[src/rtl/gtx_seq_pkg.sv]
// Shared types and helpers for the multi-channel GTX test/reset sequencer.
package gtx_seq_pkg;

  localparam int unsigned LLC_W = 8;

  typedef enum logic [1:0] {
    WAIT_LOCK = 2'd0,
    COUNT     = 2'd1,
    PULSE     = 2'd2,
    READY     = 2'd3
  } seq_state_e;

  // Countdown load value: all-ones over the rate-dependent counter width.
  function automatic int unsigned load_val(input logic rate, input int unsigned ctr_w,
                                           input int unsigned fast_shift);
    int unsigned w;
    w = rate ? (ctr_w - fast_shift) : ctr_w;
    return (32'd1 << w) - 32'd1;
  endfunction

endpackage

[src/rtl/gtx_test_seq_if.sv]
// Per-channel lock/rate/restart inputs and GTXTEST outputs of the sequencer.
// LOCK_LOSS_CNT exists only when GTXSEQ_STATUS_EN is defined.
interface gtx_test_seq_if #(
  parameter int unsigned NCH = 4
);
  logic [NCH-1:0] PLLLKDET;
  logic [NCH-1:0] TX_RATE;
  logic           INIT;
  logic [NCH-1:0] CH_INIT;
  logic [NCH-1:0] GTXTEST_DONE;
  logic [NCH-1:0] GTXTEST_BIT1;
  logic [NCH-1:0] CH_BUSY;
  logic           ALL_DONE;
`ifdef GTXSEQ_STATUS_EN
  logic [gtx_seq_pkg::LLC_W*NCH-1:0] LOCK_LOSS_CNT;
`endif

  modport master (
    output PLLLKDET, TX_RATE, INIT, CH_INIT,
`ifdef GTXSEQ_STATUS_EN
    input  LOCK_LOSS_CNT,
`endif
    input  GTXTEST_DONE, GTXTEST_BIT1, CH_BUSY, ALL_DONE
  );

  modport slave (
    input  PLLLKDET, TX_RATE, INIT, CH_INIT,
`ifdef GTXSEQ_STATUS_EN
    output LOCK_LOSS_CNT,
`endif
    output GTXTEST_DONE, GTXTEST_BIT1, CH_BUSY, ALL_DONE
  );
endinterface

[src/rtl/gtx_test_seq_ch.sv]
// One sequencer channel: lock synchroniser, WAIT_LOCK/COUNT/PULSE/READY FSM,
// rate-aware countdown driving GTXTEST[1] and TESTDONE. GTXSEQ_STATUS_EN adds a lock-loss counter.
module gtx_test_seq_ch
  import gtx_seq_pkg::*;
#(
  parameter int unsigned CTR_W       = 11,
  parameter int unsigned FAST_SHIFT  = 4,
  parameter int unsigned DONE_LEN    = 4,
  parameter int unsigned SYNC_STAGES = 2
) (
  input  logic clk,
  input  logic rst_n,
  input  logic plllkdet,
  input  logic tx_rate,
  input  logic init,
  input  logic ch_init,
  output logic done,
  output logic bit1,
  output logic busy,
  output logic ready_c
`ifdef GTXSEQ_STATUS_EN
  ,
  output logic [LLC_W-1:0] lock_loss_cnt
`endif
);

  localparam int unsigned FW   = CTR_W - FAST_SHIFT;
  localparam int unsigned PC_W = (DONE_LEN > 1) ? $clog2(DONE_LEN) : 1;
  localparam logic [CTR_W-1:0] LOAD_N = CTR_W'(load_val(1'b0, CTR_W, FAST_SHIFT));
  localparam logic [CTR_W-1:0] LOAD_F = CTR_W'(load_val(1'b1, CTR_W, FAST_SHIFT));

  logic [SYNC_STAGES-1:0] sync_q, sync_d;
  seq_state_e             state_q, state_d;
  logic [CTR_W-1:0]       ctr_q, ctr_d, ctr_dec, ld_val;
  logic [PC_W-1:0]        pc_q, pc_d;
  logic                   rate_q, rate_d;
  logic                   bit1_q, bit1_d;
  logic                   done_q, done_d;
  logic                   busy_q, busy_d;
  logic                   lock_sync, restart;

  assign sync_d    = {sync_q[SYNC_STAGES-2:0], plllkdet};
  assign lock_sync = sync_q[SYNC_STAGES-1];
  assign restart   = !lock_sync || init || ch_init;

  always_comb begin
    state_d = state_q;
    ctr_d   = ctr_q;
    pc_d    = pc_q;
    rate_d  = rate_q;
    bit1_d  = bit1_q;
    done_d  = 1'b0;
    ld_val  = tx_rate ? LOAD_F : LOAD_N;
    ctr_dec = (ctr_q == '0) ? '0 : ctr_q - CTR_W'(1);
    if (restart) begin
      state_d = WAIT_LOCK;
      ctr_d   = LOAD_N;
      bit1_d  = 1'b0;
    end else begin
      case (state_q)
        WAIT_LOCK: begin
          rate_d  = tx_rate;
          ctr_d   = ld_val;
          state_d = COUNT;
        end
        COUNT: begin
          if (tx_rate != rate_q) begin
            // Rate flipped mid-count: restart the countdown at the new rate.
            rate_d = tx_rate;
            ctr_d  = ld_val;
            bit1_d = 1'b0;
          end else begin
            ctr_d = ctr_dec;
            if (!rate_q && !ctr_dec[CTR_W-1]) bit1_d = ctr_dec[CTR_W-3];
            if (rate_q && !ctr_dec[FW-1])     bit1_d = ctr_dec[FW-2];
            if (ctr_dec == '0) begin
              state_d = PULSE;
              pc_d    = PC_W'(DONE_LEN - 1);
              done_d  = 1'b1;
            end
          end
        end
        PULSE: begin
          if (pc_q == '0) begin
            state_d = READY;
          end else begin
            pc_d   = pc_q - PC_W'(1);
            done_d = 1'b1;
          end
        end
        READY:   ;
        default: state_d = WAIT_LOCK;
      endcase
    end
    busy_d = (state_d != READY);
  end

  always_ff @(posedge clk or negedge rst_n) begin
    if (!rst_n) begin
      sync_q  <= '0;
      state_q <= WAIT_LOCK;
      ctr_q   <= LOAD_N;
      pc_q    <= '0;
      rate_q  <= 1'b0;
      bit1_q  <= 1'b0;
      done_q  <= 1'b0;
      busy_q  <= 1'b0;
    end else begin
      sync_q  <= sync_d;
      state_q <= state_d;
      ctr_q   <= ctr_d;
      pc_q    <= pc_d;
      rate_q  <= rate_d;
      bit1_q  <= bit1_d;
      done_q  <= done_d;
      busy_q  <= busy_d;
    end
  end

  assign done    = done_q;
  assign bit1    = bit1_q;
  assign busy    = busy_q;
  assign ready_c = (state_q == READY);

`ifdef GTXSEQ_STATUS_EN
  logic [LLC_W-1:0] llc_q, llc_d;

  // Saturating count of cycles that see lock lost outside WAIT_LOCK.
  always_comb begin
    llc_d = llc_q;
    if (!lock_sync && (state_q != WAIT_LOCK) && (llc_q != '1)) llc_d = llc_q + LLC_W'(1);
  end

  always_ff @(posedge clk or negedge rst_n) begin
    if (!rst_n) llc_q <= '0;
    else        llc_q <= llc_d;
  end

  assign lock_loss_cnt = llc_q;
`endif

endmodule

[src/rtl/gtx_test_seq.sv]
// Multi-channel GTX test/reset sequencer top: reset-release synchroniser, channel array, ALL_DONE.
// Optional per-channel LOCK_LOSS_CNT when GTXSEQ_STATUS_EN is defined.
module gtx_test_seq
  import gtx_seq_pkg::*;
#(
  parameter int unsigned NCH         = 4,
  parameter int unsigned CTR_W       = 11,
  parameter int unsigned FAST_SHIFT  = 4,
  parameter int unsigned DONE_LEN    = 4,
  parameter int unsigned SYNC_STAGES = 2
) (
  input  logic          CLK,
  input  logic          RST_N,
  gtx_test_seq_if.slave bus
);

  logic [1:0]     rst_sync_q, rst_sync_d;
  logic           rst_n_int;
  logic [NCH-1:0] ready_c;
  logic           all_done_q, all_done_d;

  // Asserts asynchronously, releases two edges after RST_N rises.
  assign rst_sync_d = {rst_sync_q[0], 1'b1};
  assign rst_n_int  = rst_sync_q[1];

  always_ff @(posedge CLK or negedge RST_N) begin
    if (!RST_N) rst_sync_q <= '0;
    else        rst_sync_q <= rst_sync_d;
  end

  for (genvar i = 0; i < NCH; i++) begin : g_ch
    gtx_test_seq_ch #(
      .CTR_W       (CTR_W),
      .FAST_SHIFT  (FAST_SHIFT),
      .DONE_LEN    (DONE_LEN),
      .SYNC_STAGES (SYNC_STAGES)
    ) u_ch (
      .clk      (CLK),
      .rst_n    (rst_n_int),
      .plllkdet (bus.PLLLKDET[i]),
      .tx_rate  (bus.TX_RATE[i]),
      .init     (bus.INIT),
      .ch_init  (bus.CH_INIT[i]),
      .done     (bus.GTXTEST_DONE[i]),
      .bit1     (bus.GTXTEST_BIT1[i]),
      .busy     (bus.CH_BUSY[i]),
      .ready_c  (ready_c[i])
`ifdef GTXSEQ_STATUS_EN
      ,
      .lock_loss_cnt (bus.LOCK_LOSS_CNT[i*LLC_W +: LLC_W])
`endif
    );
  end

  assign all_done_d = &ready_c;

  always_ff @(posedge CLK or negedge rst_n_int) begin
    if (!rst_n_int) all_done_q <= 1'b0;
    else            all_done_q <= all_done_d;
  end

  assign bus.ALL_DONE = all_done_q;

endmodule

[src/flat_wrapper.sv]
// flat-port wrapper written by rule: the top's interface ports become plain ports
module gtx_test_seq_flat import gtx_seq_pkg::*;
#(
  parameter int unsigned NCH         = 4,
  parameter int unsigned CTR_W       = 11,
  parameter int unsigned FAST_SHIFT  = 4,
  parameter int unsigned DONE_LEN    = 4,
  parameter int unsigned SYNC_STAGES = 2
)
  (CLK, RST_N, bus_PLLLKDET, bus_TX_RATE, bus_INIT, bus_CH_INIT, bus_GTXTEST_DONE, bus_GTXTEST_BIT1, bus_CH_BUSY, bus_ALL_DONE);
  gtx_test_seq_if #(.NCH(NCH)) bus_i ();
  input  logic CLK;
  input  logic RST_N;
  input wire logic [$bits(bus_i.PLLLKDET)-1:0] bus_PLLLKDET;
  input wire logic [$bits(bus_i.TX_RATE)-1:0] bus_TX_RATE;
  input wire logic [$bits(bus_i.INIT)-1:0] bus_INIT;
  input wire logic [$bits(bus_i.CH_INIT)-1:0] bus_CH_INIT;
  output wire logic [$bits(bus_i.GTXTEST_DONE)-1:0] bus_GTXTEST_DONE;
  output wire logic [$bits(bus_i.GTXTEST_BIT1)-1:0] bus_GTXTEST_BIT1;
  output wire logic [$bits(bus_i.CH_BUSY)-1:0] bus_CH_BUSY;
  output wire logic [$bits(bus_i.ALL_DONE)-1:0] bus_ALL_DONE;
  assign bus_i.PLLLKDET = bus_PLLLKDET;
  assign bus_i.TX_RATE = bus_TX_RATE;
  assign bus_i.INIT = bus_INIT;
  assign bus_i.CH_INIT = bus_CH_INIT;
  assign bus_GTXTEST_DONE = bus_i.GTXTEST_DONE;
  assign bus_GTXTEST_BIT1 = bus_i.GTXTEST_BIT1;
  assign bus_CH_BUSY = bus_i.CH_BUSY;
  assign bus_ALL_DONE = bus_i.ALL_DONE;
  gtx_test_seq #(.NCH(NCH), .CTR_W(CTR_W), .FAST_SHIFT(FAST_SHIFT), .DONE_LEN(DONE_LEN), .SYNC_STAGES(SYNC_STAGES)) u_core (.CLK(CLK), .RST_N(RST_N), .bus(bus_i));
endmodule
[config.mk]
export PLATFORM = sky130hd
export DESIGN_NAME = gtx_test_seq_flat
export DESIGN_NICKNAME = d
export VERILOG_FILES = /design/src/rtl/gtx_seq_pkg.sv /design/src/rtl/gtx_test_seq_if.sv /design/src/rtl/gtx_test_seq_ch.sv /design/src/rtl/gtx_test_seq.sv /design/src/flat_wrapper.sv
export SDC_FILE = /design/constraint.sdc
export NUM_CORES = 1
export LEC_CHECK = 0
export BUFFER_PORTS_ARGS = -buffer_cell sky130_fd_sc_hd__buf_4
export CORE_MARGIN = 4
export CORE_UTILIZATION = 30
export DETAILED_ROUTE_END_ITERATION = 8
export GPL_TIMING_DRIVEN = 0
export SETUP_SLACK_MARGIN = 0.4
export SLEW_MARGIN = 25
export SYNTH_ARGS = -nofsm -noshare
export SYNTH_HDL_FRONTEND = slang
export SYNTH_SLANG_ARGS = --single-unit
[constraint.sdc]
create_clock -name CLK -period 2.5 [get_ports CLK]
set_input_delay 0.25 -clock CLK [delete_from_list [all_inputs] [get_ports CLK]]
set_output_delay 0.25 -clock CLK [all_outputs]
set_load 0.05 [all_outputs]
* Word-level counts from Yosys, hierarchy flattened
Index checks and enable logic that the tools add are counted.
Operators by class: $add $sub $neg 8, equality and inequality tests 36, mux-type cells 104, bitwise logic cells 4, reductions and logical operators 81
Operators with widths (count):
- two-way mux 11 bit | 16
- zero test 11 bit | 8
- case mux 11 bit (2 select lines) | 4
- two-way mux 2 bit | 28
- subtractor 11 x 1 -> 11 bit (second input constant) | 4
- two-way mux 1 bit | 40
- inequality test 2 bit (second input constant) | 20
- case mux 2 bit (3 select lines) | 4
- nonzero test 2 bit | 12
- AND reduction 5 bit | 4
- == test 2 bit (second input constant) | 8
- zero test 1 bit | 16
- zero test 2 bit | 8
- case mux 1 bit (2 select lines) | 8
- case mux 2 bit (2 select lines) | 4
- nonzero test 4 bit | 4
- AND reduction 3 bit | 4
- nonzero test 3 bit | 4
- == test 2 x 1 -> 1 bit (second input constant) | 4
- logical AND 1 bit | 8
- logical OR 1 bit | 8
- AND reduction 2 bit | 4
- subtractor 2 x 1 -> 2 bit (second input constant) | 4
- inequality test 1 bit | 4
- other kinds (2) | 5
Storage, ports and cells: register bits 87, input port bits 15, output and inout bits 13, word-level logic and storage cells 267

* Longest topological paths before layout
depth after elaboration 9, depth in mapped cells 10, mapped depth without buffers 9

* Modules after synthesis
From an unflattened synthesis, not the netlist that was laid out.
Unflattened totals: cell total of the unflattened synthesis 711, area, all modules 6013.3 um^2
Modules (own cells, without submodules):
- gtx_test_seq_ch at u_core.g_ch[0].u_ch ... | instances 3, cells an instance 178, area an instance 1495.2 um^2, seq. area each 539.3 um^2
- gtx_test_seq_ch at u_core.g_ch[3].u_ch | instances 1, cells an instance 172, area an instance 1440.1 um^2, seq. area each 539.3 um^2
- gtx_test_seq | instances 1, cells an instance 5, area an instance 87.6 um^2, seq. area each 75.1 um^2

* Worst setup path after synthesis
Ideal clock, no wire load.
path kind register to register, from register u_core.g_ch[0].u_ch.ctr_q[0], to register u_core.g_ch[0].u_ch.pc_q[1], setup time 140 ps, arrival 2390 ps, required time 2360 ps, slack -29 ps, stages on the path, launching flop included 10, buffers on the path 0, period minus slack after synthesis 2529 ps, cells stage by stage dfstp_2 inv_1 ha_1 nor3b_1 nand3_1 o31ai_1 o2111ai_1 o31ai_1 nor4b_1 a22oi_1
On the way: longest elaborated chain between the ends 5, elaborated cells between the ends (all ways) 6, classes of those cells add/sub (1); eq/ne (1); mux (1); reduce/logical (3)
Ends and longest elaborated chain:
- from (decl) | RTL line gtx_test_seq_ch.sv:34 | logic [CTR_W-1:0] ctr_q, ctr_d, ctr_dec, ld_val;
- from (signal assigned) | RTL line gtx_test_seq_ch.sv:111 | ctr_q <= ctr_d;
- subtractor 11 x 1 -> 11 bit / zero test 11 bit (equally long branches) | RTL line gtx_test_seq_ch.sv:54 | ctr_dec = (ctr_q == '0) ? '0 : ctr_q - CTR_W'(1);
- two-way mux 11 bit (*) | RTL line gtx_test_seq_ch.sv:54
- zero test 11 bit (*) | RTL line gtx_test_seq_ch.sv:76 | if (ctr_dec == '0) begin
- inequality test 2 bit (no source line) (*)
- AND reduction 5 bit (no source line) (*)
- to (signal assigned) | RTL line gtx_test_seq_ch.sv:112 | pc_q <= pc_d;
- to (decl) | RTL line gtx_test_seq_ch.sv:35 | logic [PC_W-1:0] pc_q, pc_d;
Every way passes the cells marked *; elsewhere a longest branch is shown, timed or not. A chain may end at the register's enable or synchronous reset.

* Worst setup path after layout
from register u_core.g_ch[2].u_ch.ctr_q[0], to register u_core.g_ch[2].u_ch.pc_q[1]
On the way: longest elaborated chain between the ends 5, elaborated cells between the ends (all ways) 6, classes of those cells add/sub (1); eq/ne (1); mux (1); reduce/logical (3)
Ends and longest elaborated chain (RTL line):
- from (decl) | gtx_test_seq_ch.sv:34
- from (signal assigned) | gtx_test_seq_ch.sv:111
- subtractor 11 x 1 -> 11 bit / zero test 11 bit (equally long branches) | gtx_test_seq_ch.sv:54
- two-way mux 11 bit (*) | gtx_test_seq_ch.sv:54
- zero test 11 bit (*) | gtx_test_seq_ch.sv:76
- inequality test 2 bit (no source line) (*)
- AND reduction 5 bit (no source line) (*)
- to (signal assigned) | gtx_test_seq_ch.sv:112
- to (decl) | gtx_test_seq_ch.sv:35
Marks and branches as above.

==> results by stage <==
Power:
- The analysis attributes to cell leakage a power of 3.077 nW.
- VDD sags by at most 0.0003156 V.
- The completed layout was analyzed and its total power is 0.003113 W.
- Dividing total power by cell area gives a power density of 408.5 nW/um^2.

Setup path:
- The worst setup path is captured at a flip-flop.
- The buffer and inverter count on the worst path is 2.
- The category of the critical setup timing path is reg -> reg.
- The cell with the largest stage delay on the worst path is sky130_fd_sc_hd__or4b_4.
- Walking the worst path, the cells encountered are inv_2 -> ha_4 -> or4b_4 -> a2111o_1 -> o311ai_4 -> nand4_1 -> buf_4 -> a21oi_4 -> nor2_1 -> a311oi_1.
- The worst setup path is launched from a flip-flop.
- The critical path's top delay family is compound AO/OA/AOI/OAI gates.
- The required time of the critical path is 2750 ps.
- The data arrival time of the worst path is 2680 ps.
- Of all nets on the critical path, the largest fanout is 4.
- The critical path's largest stage delay is 460 ps.

Detailed routing:
- The count of antenna-violating nets left after detailed routing is 0.
- The residual DRC count is 0.
- After detailed routing, the total wire length is 13,790 um.
- The via density per instance is 5.191.
- The uppermost metal layer occupied by signal nets is met4.
- The length of routed wiring on met1 is 6793 um.
- After the first detailed-routing iteration, the DRC count stood at 246.
- After detailed routing, the average wire length per cell comes to 14.17 um.
- Summing over every cut layer, the via total after detailed routing is 5,051.
- The total met2 wirelength after detailed routing is 6304 um.
- The first TritonRoute pass finished after 4 iterations.
- Summed over all nets, wire length on met3 after detailed routing comes to 460 um.

Final layout:
- The utilization of the core after routing is 0.4186.
- In the final layout, the share of cells above drive strength 1 is 0.3804.
- The final net count is 785.
- From synthesis to final layout, the design area changed by 35.32%.
- Counting the fill cells in the layout gives 1,754.
- The total non-filler cell area in the finished layout is 7622 sq um.
- The repair_antennas step left the layout with diodes totalling 0.

STA:
- The worst slew slack as a fraction of its limit is 0.4943.
- The transition at the pin with the smallest max-transition slack is 757.0 ps.
- The number of pins with negative max-slew slack in the final report is 0.
- The number of hold-slack violations in the final timing report is 0.
- The top achievable clock speed is 0.4117 GHz.
- The worst clock skew is 8.158 ps.
- Setup repair after global routing could not meet its margin everywhere.
- After layout, the minimum clock period comes to 2429 ps.
- The count of endpoints failing setup in the final report is 0.
- Setup slack on the critical path of the routed design comes to 70.94 ps.
- The share of the clock period used by the worst path after layout is 0.9716.

Placement:
- The standard cell area after detailed placement is 6336 sq um.
- The quantity of I/O buffers inserted on ports is 26.
- The HPWL after detailed placement is 9098 um.
- The post-place setup slack is -203.3 ps.
- Routability-driven placement finished with a final weighted congestion of 0.8036.

Floorplanning:
- In this run the count of I/O pins placed on the die edge is 28.
- The placement row count is 49.
- The die height is 145.0 um.
- The floorplan die width is 145.0 um.
- The initial core utilization is 0.3094.
- After floorplanning, the core was sized to cover 18,210 sq um.
- The die area is 21,030 sq um.

Synthesis:
- The per-instance average area after synthesis is 8.829 sq um.
- Sorting the synthesized cells by how often they occur yields sky130_fd_sc_hd__a21oi_1 (74), sky130_fd_sc_hd__nor2_1 (64), sky130_fd_sc_hd__nand2_1 (61), sky130_fd_sc_hd__dfstp_2 (44), sky130_fd_sc_hd__dfrtp_1 (43).
- The most used flip-flop cell after synthesis is sky130_fd_sc_hd__dfstp_2.
- In this run, synthesis inferred 0 flip-flops with an integrated enable.
- The share of async-settable or async-resettable flops after synthesis is 1.000.
- Of all cell types, the one taking the most synthesized area is sky130_fd_sc_hd__dfstp_2.
- The synthesized design contains 87 register bits.
- The share of the Yosys chip area taken by registers is 0.3963.
- The number of distinct standard cells referenced by the synthesized netlist is 71.
- The number of nets in the synthesized netlist is 684.
- Yosys instantiated no cell more often than sky130_fd_sc_hd__a21oi_1.
- The Yosys step of the flow raised 0 warnings.
- The share of synthesized area in the top cell type comes to 0.2052.
- The area of the mapped netlist is 5633 sq um.
- Sorting the synthesized cells by area gives the leading types as sky130_fd_sc_hd__dfstp_2 (21%), sky130_fd_sc_hd__dfrtp_1 (19%), sky130_fd_sc_hd__ha_1 (6.9%).
- The gate count after technology mapping is 638.

Clocking:
- Counting the buffers created by CTS gives 9.
- Clock-pin slew was measured on the worst setup and hold paths at 70 ps.
- The cell chosen for the clock root is sky130_fd_sc_hd__clkbuf_16.
- CTS built an H-tree with a depth of 3.
- The clock net sink count is 87.
- For the worst-skew pair, the clock arrives at the later sink with an insertion delay of 350 ps.
- The longest clock path from root to sink contains 2 buffers.
- The clock tree from TritonCTS is built.

Flow run:
- Max-cap violations in this run came to 0.

Global route:
- The via count of the first global-routing pass is 4,707.
- The global-route congestion overflow total is 0.
- The largest net degree at the start of global routing is 45.
- The overall fraction of global-route tracks in use is 0.1281.
- The first global-routing pass estimated 22,920 um of wire.
- The initial antenna violation count is 0.

Hold path:
- The worst hold path class is in -> reg.

Outcome:
- The flow ran to the end, and the final reports show no timing, DRC or antenna violations.
[stage by stage]
step	TNS (ps)	hold slack [ps]	cells
global route	-85.64	186.6	973
CTS	-6.764	162.5	947
global placement	-830.4	33.50	893
detailed placement	-824.1	32.80	894
finish	0	177.9	973
floorplan	0	-45.59	638
[cell families after synthesis]
kind of cell,count (synthesis),synth area share
and+or+nand+nor,242,0.2192
AOI/OAI and AO/OA,184,0.2152
DFF,87,0.3963
buffers and inverters,66,0.05264
adders and majority gates,31,0.06886
muxes,17,0.03154
xor gates and xnor gates,10,0.01555
other,1,0.0006657
[path summary, 6_finish.rpt]
kind                                                           from                                       end  slack (ps)  depth (start not counted)
setup / recovery           u_core.g_ch[2].u_ch.ctr_q[0]$_DFFE_PN1P_   u_core.g_ch[2].u_ch.pc_q[1]$_DFFE_PN0P_          70                         10
hold / removal                                       bus_TX_RATE[1]    u_core.g_ch[1].u_ch.rate_q$_DFFE_PN0P_         180                          2
setup reg to reg           u_core.g_ch[2].u_ch.ctr_q[0]$_DFFE_PN1P_   u_core.g_ch[2].u_ch.pc_q[1]$_DFFE_PN0P_          70                         10
hold reg to reg                      u_core.rst_sync_q[1]$_DFF_PN0_      u_core.g_ch[0].u_ch.bit1$_DFFE_PN0P_         330                          0
max in group asynchronous            u_core.rst_sync_q[1]$_DFF_PN0_  u_core.g_ch[2].u_ch.ctr_q[4]$_DFFE_PN1P_        1490                          1
min in group asynchronous                                     RST_N            u_core.rst_sync_q[1]$_DFF_PN0_         220                          2
[cells in the final DEF (no fill, tap or decap), drive strengths merged, types with 3 or more instances in the layout]
cell,synthesis,routed
o31ai,7,7
o21a,3,3
nor4,8,8
and3,6,6
ha,31,31
o311ai,3,3
inv,35,35
mux2i,11,11
nand2b,9,9
nand3,15,15
a31oi,9,9
o2111ai,4,4
or4,5,5
mux2,6,6
dfstp,44,44
a21boi,4,4
clkbuf,16,23
a311oi,4,4
or3,10,10
nand4,7,7
or2,4,4
o22ai,4,4
o21bai,4,4
nand3b,3,3
clkinv,0,5
nor2,64,64
nor3,17,17
xnor2,8,8
nor3b,6,6
a221oi,3,3
or3b,3,3
a21oi,75,75
dfrtp,43,43
nor2b,14,14
nand2,61,61
dlygate4sd3,0,5
o22a,11,11
and4,3,3
o21ai,32,32
buf,15,102
[layout make-up]
type                    count  area, sq um  share of cell area
well taps                 229        286.5             0.03759
clock buffers               9        225.2             0.02955
inverters                  35        131.4             0.01724
clock inverters             7        40.04            0.005253
multi-input cells         485         3750              0.4920
plain buffers              31        220.2             0.02889
flip-flops and latches     87         2237              0.2935
repair buffers             90        732.0             0.09603
[power breakdown]
group          internal (W)  leakage (nW)  switching [W]
logic              0.000149          1.96       0.000176
clock network      0.000664         0.131       0.000585
registers           0.00147         0.985      0.0000672
[timing repair]
| item | CTS | global route |
|---|---|---|
| hold endpoints to repair | 6 | 0 |
| pin swaps | 31 | 33 |
| endpoints found under the setup margin | 44 | 59 |
| gates resized for setup | 54 | 68 |
| gates cloned | 0 | 0 |
| hold buffers | 5 | 0 |
| setup buffers | 32 | 26 |
[metal layers]
layer / GRT usage / up-vias
met5: 0 / -
met2: 0.1998 / 100
met4: 0.04988 / 0
li1: - / 2510
met1: 0.1796 / 2426
met3: 0.01964 / 15
[state kept, by name, summed over array words and instances, names as in the netlist]
| register | cells |
|---|---|
| u_core.g_ch.u_ch.rate_q | 4 |
| u_core.g_ch.u_ch.done | 4 |
| u_core.g_ch.u_ch.bit1 | 4 |
| u_core.rst_sync_q | 2 |
| u_core.g_ch.u_ch.sync_q | 8 |
| u_core.g_ch.u_ch.state_q | 8 |
| u_core.g_ch.u_ch.ctr_q | 44 |
| u_core.g_ch.u_ch.pc_q | 8 |
| u_core.bus.ALL_DONE | 1 |
| u_core.g_ch.u_ch.busy | 4 |
No activity file was read; power rests on OpenSTA's default activity.
